### src/rtl/iic_pkg.sv
// Shared definitions for the IIC engine arbiter: FSM encoding and default timing.
package iic_pkg;

    typedef enum logic [2:0] {
        ST_IDLE  = 3'd0,
        ST_GRANT = 3'd1,
        ST_WAIT  = 3'd2,
        ST_DONE  = 3'd3,
        ST_GAP   = 3'd4
    } state_t;

    localparam int GAP_CYC_DEF     = 8;
    localparam int TIMEOUT_CYC_DEF = 1000000;

endpackage

### src/rtl/rr_select.sv
// Combinational round-robin pick: searches upward from the requester after last winner.
module rr_select #(
    parameter int NREQ  = 3,
    parameter int IDX_W = (NREQ > 1) ? $clog2(NREQ) : 1
) (
    input  logic [NREQ-1:0]  req,
    input  logic [IDX_W-1:0] last,
    output logic [NREQ-1:0]  win_oh,
    output logic [IDX_W-1:0] win_idx
);

    logic found;
    int   cand;

    always_comb begin
        win_oh  = '0;
        win_idx = '0;
        found   = 1'b0;
        cand    = 0;
        for (int i = 1; i <= NREQ; i++) begin
            cand = (int'(last) + i) % NREQ;
            if (!found && req[cand]) begin
                found        = 1'b1;
                win_oh[cand] = 1'b1;
                win_idx      = IDX_W'(cand);
            end
        end
    end

endmodule

### src/rtl/iic_arbiter.sv
// Shares one IIC send/recv engine pair among NREQ requesters with round-robin
// arbitration, per-transaction timeout and an enforced bus-idle gap.
//
// state | meaning
// IDLE  | no owner, arbitrating pending requests
// GRANT | winner chosen, fields latched onto engine outputs
// WAIT  | one engine enabled, waiting for done or timeout
// DONE  | completion pulse to owner
// GAP   | enforced bus-idle interval before next arbitration
module iic_arbiter
    import iic_pkg::*;
#(
    parameter int NREQ        = 3,
    parameter int TIMEOUT_CYC = TIMEOUT_CYC_DEF,
    parameter int GAP_CYC     = GAP_CYC_DEF
) (
    input  logic              I_clk,
    input  logic              I_rst_n,
    input  logic [NREQ-1:0]   I_req,
    input  logic [NREQ-1:0]   I_rw,
    input  logic [8*NREQ-1:0] I_dev_addr,
    input  logic [8*NREQ-1:0] I_word_addr,
    input  logic [2*NREQ-1:0] I_BYTE,
    input  logic [8*NREQ-1:0] I_write_date,
    output logic [NREQ-1:0]   O_gnt,
    output logic [NREQ-1:0]   O_done,
    output logic [NREQ-1:0]   O_err,
    output logic [15:0]       O_read_date,
    output logic              O_busy,
    output logic              O_recv_en,
    output logic              O_send_en,
    output logic [7:0]        O_dev_addr,
    output logic [7:0]        O_word_addr,
    output logic [7:0]        O_write_date,
    output logic [1:0]        O_BYTE,
    input  logic              I_done_flag,
    input  logic [15:0]       I_read_date
);

    localparam int IDX_W = (NREQ > 1) ? $clog2(NREQ) : 1;
    localparam int CNT_W = $clog2(((TIMEOUT_CYC > GAP_CYC) ? TIMEOUT_CYC : GAP_CYC) + 1);

    state_t            state, state_nxt;
    logic [CNT_W-1:0]  cnt, cnt_nxt;
    logic [IDX_W-1:0]  last_idx, sel_idx;
    logic [NREQ-1:0]   sel_oh, win_oh, err_q;
    logic              rw_q;
    logic              timeout;

    rr_select #(.NREQ(NREQ), .IDX_W(IDX_W)) u_rr (
        .req     (I_req),
        .last    (last_idx),
        .win_oh  (sel_oh),
        .win_idx (sel_idx)
    );

    assign timeout = (state == ST_WAIT) && !I_done_flag && (cnt == '0);

    always_ff @(posedge I_clk or negedge I_rst_n) begin
        if (!I_rst_n) begin
            state        <= ST_IDLE;
            cnt          <= '0;
            last_idx     <= IDX_W'(NREQ - 1);
            win_oh       <= '0;
            err_q        <= '0;
            rw_q         <= 1'b0;
            O_dev_addr   <= '0;
            O_word_addr  <= '0;
            O_write_date <= '0;
            O_BYTE       <= '0;
            O_read_date  <= '0;
        end else begin
            state <= state_nxt;
            cnt   <= cnt_nxt;
            err_q <= timeout ? win_oh : '0;
            // Fields are captured on the IDLE->GRANT edge so they are valid alongside O_gnt.
            if (state == ST_IDLE && |I_req) begin
                last_idx     <= sel_idx;
                win_oh       <= sel_oh;
                rw_q         <= I_rw[sel_idx];
                O_dev_addr   <= I_dev_addr[8*int'(sel_idx) +: 8];
                O_word_addr  <= I_word_addr[8*int'(sel_idx) +: 8];
                O_write_date <= I_write_date[8*int'(sel_idx) +: 8];
                O_BYTE       <= I_BYTE[2*int'(sel_idx) +: 2];
            end
            if (state == ST_WAIT && I_done_flag && rw_q) begin
                O_read_date <= I_read_date;
            end
        end
    end

    always_comb begin
        state_nxt = state;
        cnt_nxt   = cnt;
        case (state)
            ST_IDLE: begin
                if (|I_req) begin
                    state_nxt = ST_GRANT;
                    cnt_nxt   = CNT_W'(TIMEOUT_CYC - 1);
                end
            end
            ST_GRANT: state_nxt = ST_WAIT;
            ST_WAIT: begin
                if (I_done_flag) begin
                    state_nxt = ST_DONE;
                end else if (cnt == '0) begin
                    state_nxt = ST_GAP;
                    cnt_nxt   = CNT_W'(GAP_CYC - 1);
                end else begin
                    cnt_nxt = cnt - 1'b1;
                end
            end
            ST_DONE: begin
                state_nxt = ST_GAP;
                cnt_nxt   = CNT_W'(GAP_CYC - 1);
            end
            ST_GAP: begin
                if (cnt == '0) state_nxt = ST_IDLE;
                else           cnt_nxt   = cnt - 1'b1;
            end
            default: state_nxt = ST_IDLE;
        endcase
    end

    // Decoded from state so an async reset removes enables without waiting for a clock.
    assign O_busy    = (state != ST_IDLE);
    assign O_gnt     = (state == ST_GRANT || state == ST_WAIT || state == ST_DONE) ? win_oh : '0;
    assign O_done    = (state == ST_DONE) ? win_oh : '0;
    assign O_err     = err_q;
    assign O_recv_en = (state == ST_WAIT) && rw_q;
    assign O_send_en = (state == ST_WAIT) && !rw_q;

endmodule

### config.mk
export PLATFORM = sky130hd
export DESIGN_NAME = iic_arbiter
export DESIGN_NICKNAME = d
export VERILOG_FILES = /design/src/rtl/iic_pkg.sv /design/src/rtl/rr_select.sv /design/src/rtl/iic_arbiter.sv
export SDC_FILE = /design/constraint.sdc
export NUM_CORES = 1
export LEC_CHECK = 0
export CORE_MARGIN = 5
export CORE_UTILIZATION = 38
export DETAILED_ROUTE_END_ITERATION = 6
export PLACE_DENSITY = 0.72
export SYNTH_ARGS = -nofsm -noshare
export SYNTH_HDL_FRONTEND = slang
export SYNTH_SLANG_ARGS = --single-unit
### constraint.sdc
create_clock -name I_clk -period 3.15 [get_ports I_clk]
set_input_delay 0.315 -clock I_clk [delete_from_list [all_inputs] [get_ports I_clk]]
set_output_delay 0.315 -clock I_clk [all_outputs]
set_load 0.01 [all_outputs]
==> metrics.cfg <==
[critical_path]
cp_max_fo = 8
path_class = flip-flop to flip-flop
cp_slowest_cell = o31ai_1
crit_arrival_ns = 2.92
critical_path.max_stage_delay_ns = 0.72
cp_top_family = compound AO/OA/AOI/OAI gates
path_buf_inv = 1
r2r_slack_ns = 0.52
worst_ep_required_time_ns = 3.44
crit_path_start_kind = flip-flop
crit_chain = or3_4, or4_4, o31ai_1, buf_4, o41ai_1, a21oi_1
end_kind = flip-flop
r2r-start = cnt[14]
cp.depth = 6
r2r_cells = 6
r2r_end = cnt[12]

[sta]
max_slew_margin_pct = 37.1
fmax_ghz = 0.380
slew_violations = 0
worst_slew_pin_slew_ns = 0.944
finalSetupTns_ns = 0
hold_viol = 0
fin_hold_ws_ns = 0.0743
fin_ws_ns = 0.521
rsz0062_at_grt = false
min_period_ns = 2.63
setup_viol = 0
skew_ns = 0.0124
fin_crit_sh_pct = 83.5

[synthesis]
syn_area_per_cell_um2 = 9.79
synth_edf_count = 0
synth-async-reset-ratio_pct = 100
synth_area_um2 = 4180
synth.ff_latch_count = 74
yosysSeqAreaShare_pct = 44.3
synth.lib_cells_used.distinct = 64
syn_inst = 427
yosysWarnings = 0
synth_ff_type = dfrtp_1
synth_nets = 536

[placement]
port_buffers = 156
dp_worst_setup_slack_ns = 0.559
dpl.hpwl_um = 9370
place.gp.congestion = 0.826

[die]
rows = 38
core_um2 = 10800
die_w_um = 115
dieArea_um2 = 13200
start_util_pct = 38.7
ios = 157
die_h_um = 115

[global_route]
grt_pass1_wl_um = 20300
track_usage_pct = 19.3
grt_max_degree = 75
grt_overflow = 0
grt_pass1_vias = 4174
antenna_found_initial = 0

[outcome]
outcome = finished clean

[clock_tree]
cts_made_buffers = 9
hold_buffers = 0
path_clk_slew_ns = 0.08
clock_latency_ns = 0.37
cts_root_buf = clkbuf_8
cts.path.max_buffers = 2
cts_sinks = 74
cts_tree = built
cts_htree_levels = 3
postCtsSetupRepairBufs = 0
cts_resized = 0

[final_layout]
nets = 684
layout-drive-gt1-share_pct = 9.83
syn2layout_area_growth_pct = 44.3
post-route-util_pct = 55.9
num_antenna_cells = 0

[drt]
drc = 0
vias = 3975
via_per_inst = 5.52
first_iter_violations = 408
wl_um = 12600
first_pass_iters = 4
ant_nets = 0
drt-wirelength-per-cell_um = 17.5

[power]
peakVddDrop_uv = 383
powerDensity_nw_per_um2 = 911
p_leak_nw = 2.43

[run]
drv_cap = 0

[hold_path]
hold_path_class = primary input to async pin

-- how the worst max path moves through the flow --
| stage | from | to | slack, ns |
|---|---|---|---|
| after floorplan | last_idx[1] | O_BYTE[1] | 0.69 |
| after global placement | cnt[14] | cnt[12] | 0.61 |
| after detailed placement | cnt[14] | cnt[12] | 0.56 |
| after CTS | cnt[14] | cnt[12] | 0.55 |
| after global routing | cnt[14] | cnt[12] | 0.42 |
| final | cnt[14] | cnt[12] | 0.52 |
-- cell usage in the layout (no fill, tap or decap), types with 3 or more instances in the layout --
| master | n |
|---|---|
| nand2b_1 | 5 |
| o211ai_1 | 29 |
| or3_1 | 4 |
| dfrtp_1 | 73 |
| nand3_1 | 34 |
| mux2_2 | 17 |
| a31oi_1 | 4 |
| ha_1 | 6 |
| a2bb2oi_1 | 3 |
| a21oi_1 | 12 |
| or2_2 | 3 |
| o22ai_1 | 3 |
| clkdlybuf4s50_1 | 155 |
| and3_1 | 4 |
| and4_1 | 3 |
| nor4_1 | 4 |
| nor3_1 | 13 |
| buf_4 | 11 |
| inv_1 | 10 |
| nor2_1 | 18 |
| o31ai_1 | 5 |
| a22o_1 | 5 |
| clkbuf_8 | 9 |
| or4_1 | 3 |
| nor3b_1 | 5 |
| mux2i_1 | 27 |
| o21ai_0 | 15 |
| nor4bb_1 | 3 |
| nand2_1 | 45 |
| o21a_1 | 3 |
-- sequential cells by signal, summed over array words and instances (netlist names) --
signal / flops
last_idx: 2
O_write_date: 8
rw_q: 1
O_word_addr: 8
O_dev_addr: 8
state: 3
cnt: 20
O_read_date: 16
O_BYTE: 2
win_oh: 3
O_err: 3
-- synthesized netlist by cell type, types with 10 or more instances --
cell / count / share of area (%)
dfrtp_1: 73 / 44
nor3_1: 13 / 1.6
mux2i_1: 27 / 6.5
nand3_1: 34 / 4.1
a21oi_1: 12 / 1.4
o211ai_1: 29 / 5.2
clkbuf_1: 17 / 1.5
o21ai_0: 15 / 1.8
mux2_2: 17 / 4.6
nand2_1: 45 / 4.0
inv_1: 10 / 0.90
nor2_1: 18 / 1.6
-- layout make-up --
class	count	area (µm²)
Fill cell	936	4760
Multi-Input combinational cell	314	2140
Sequential cell	74	1850
Timing Repair Buffer	166	1630
Tap cell	140	175
Clock buffer	11	131
Clock inverter	5	56.3
Inverter	10	37.5
-- where the power goes --
| group | switching (mW) | total [mW] | internal, mW |
|---|---|---|---|
| registers | 0.324 | 1.69 | 1.37 |
| logic | 1.57 | 3.07 | 1.50 |
| clock network | 0.365 | 0.730 | 0.365 |
| total | 2.26 | 5.49 | 3.23 |
-- worst register-to-register path, delay by kind of cell, from the launching register on --
family	cells	cell delay, ns
compound gates	3	0.94
simple gates	2	0.91
flops	1	0.43
buf+inv	1	0.27
-- metrics by stage --
stage                     std cells  area (µm²)  total power [mW]
final                           720        6030              5.49
after global routing            720        6030              5.89
after CTS                       720        6030              5.53
after detailed placement        704        5840              4.78
after global placement          704        5840              4.70
after floorplan                 427        4180              3.54
-- layer usage --
layer	share of wire (%)	GRT usage, %	up-vias	routed length, µm
met5	0	0	-	0
met4	1.5	6.42	0	194
met3	9.3	7.47	19	1170
met2	49	31.6	157	6200
met1	40	23.5	1910	5040
li1	-	-	1889	-
-- kinds of logic after synthesis --
kind of cell,count (synthesis),share of synthesized area (%)
buf+inv,39,4.40
mux,44,11.0
simple gates,154,19.0
fa+ha+maj,7,2.03
compound gates,109,19.2
flops,74,44.3
Power figures use the tool's default switching activity.
==> variant: new RTL, same settings <==
Change the package constant `TIMEOUT_CYC_DEF` from 1000000 to 4000000.
--- a/src/rtl/iic_pkg.sv
+++ b/src/rtl/iic_pkg.sv
@@ -11,5 +11,5 @@
 
     localparam int GAP_CYC_DEF     = 8;
-    localparam int TIMEOUT_CYC_DEF = 1000000;
+    localparam int TIMEOUT_CYC_DEF = 4000000;
 
 endpackage
Formal check against the unedited RTL: no difference found for any inputs over 4 cycles, from zero or initial values and one cycle with I_rst_n low; that may be too few to reach the edited logic, so the function may still have changed.
==> variant against the unedited design <==
Cell area rose by 8.0%; power rose by 8.6%; clock skew fell by 0.0024 ns; sequential cell count rose by 2; area after synthesis rose by 11%; setup slack improved by 0.093 ns; sequential power rose by 5%; routed wire length rose by 12%.
==> variant: results (changes against the unedited design) <==
status - finished clean
combinational share of power - 53.6% (-2.4 points)
startpoint types - register
routability cong. - 0.929 (+12%)
FF/Latch Area - 0.00190 mm² (+2.7%)
post-synthesis sequential area ratio - 41.1% (-3.3 points)
pre-CTS worst setup slack - 0.511 ns (-0.0478 ns)
fillers - 1084 (+16%)
signal buffers share of area - 24.9% (-2.2 points)
Pleak - 2.66 nW (+9.4%)
layout clock buffer count - 9 (-2)
Post-synth top cells - 75 x dfrtp_1, 54 x a211oi_1, 50 x o21ai_0
largest net degree at the start of global routing - 77 (+2.7%)
CP max-delay cell - o21a_1
vias in the first global route - 4611 (+10%)
HPWL Detailed - 10300 µm (+9.9%)
Area after DPL - 0.00623 mm² (+6.6%)
vias per inst - 5.69 (+3.1%)
invs w/o clock - 40 (+30)
max_slew headroom - 32.5% (-4.6 points)
reg2reg start - last_idx[1]
syn_nets - 625 (+17%)
share of layout cells above drive strength 1 - 10.5% (+0.71 points)
Clock Skews - 0.00999 ns (-0.00238 ns)
CP delay by family, top - compound AO/OA/AOI/OAI gates
Clock power frac - 16.6% (+3.3 points)
global-route wire length before repair - 23100 µm (+13%)
die area - 0.0145 mm² (+9.9%)
Crit Path Max Fanout - 27 (+19)
CTS root buffer - clkbuf_16
Adder-Cell Fraction of Synth Area - 1.62% (-0.41 points)
port buffer count - 156 (unchanged)
sequential cell area share - 29.2% (-1.5 points)
Global Route Usage Sum - 19.6% (+0.32 points)
Post-Route WL - 14100 µm (+12%)
max incr delay on CP - 0.79 ns (+0.07 ns)
Area contributors post-synth - dfrtp_1 40%, a211oi_1 8.7%, o21ai_0 5.4%
compound-gate portion of the synthesized area - 28.6% (+9.4 points)
count of cell types in the netlist - 71 (+11%)
Worst EP arrival - 2.80 ns (-0.12 ns)
worst vdd ir - 385 µV (+0.60%)
minimum clock period - 2.54 ns (-0.0932 ns)
Buffers excl. clock - 164 (-1.2%)
max reg flops - 22 (+10%)
Nets - 759 (+11%)
clock-pin transition on the worst setup and hold timing paths - 0.07 ns
comb_multi_in - 359 (+14%)
post-synthesis mux area share - 4.35% (-6.7 points)
Internal - 3.42 mW (+5.7%)
reg2reg end - O_BYTE[0]
biggest regs - cnt x22, O_read_date x16
clock-cell share of area - 4.36% (+1.2 points)
flop2flop setup slack - 0.61 ns (+0.09 ns)
clock latency at the later pin of the worst-skew pair - 0.34 ns (-0.03 ns)
CTS tree - done
-- variant: routing by layer --
layer | vias up | part of all wire (%) | global-route usage, %
met1 | 2159 | 41 | 24.6
met5 | - | 0 | 0
li1 | 2172 | - | -
met2 | 210 | 48 | 31.8
met4 | 0 | 2.4 | 7.72
met3 | 23 | 8.5 | 5.85
-- variant: stage by stage --
| stage | hold slack (ns) | std cells | power [mW] |
|---|---|---|---|
| 6_report | 0.0882 | 802 | 5.96 |
| 3_3_place_gp | 0.467 | 786 | 4.88 |
| 2_1_floorplan | 0.0194 | 516 | 3.75 |
| 4_1_cts | 0.159 | 802 | 5.99 |
| 3_5_place_dp | 0.483 | 786 | 4.98 |
| 5_1_grt | 0.213 | 802 | 6.41 |
-- variant: worst reg2reg max path, stage by stage (launching register included) --
cell	delay [ns]
dfstp_2	0.56
ha_1	0.30
and2b_1	0.22
o211a_1	0.18
o21a_1	0.79
a211oi_1	0.20
o21ai_0	0.22
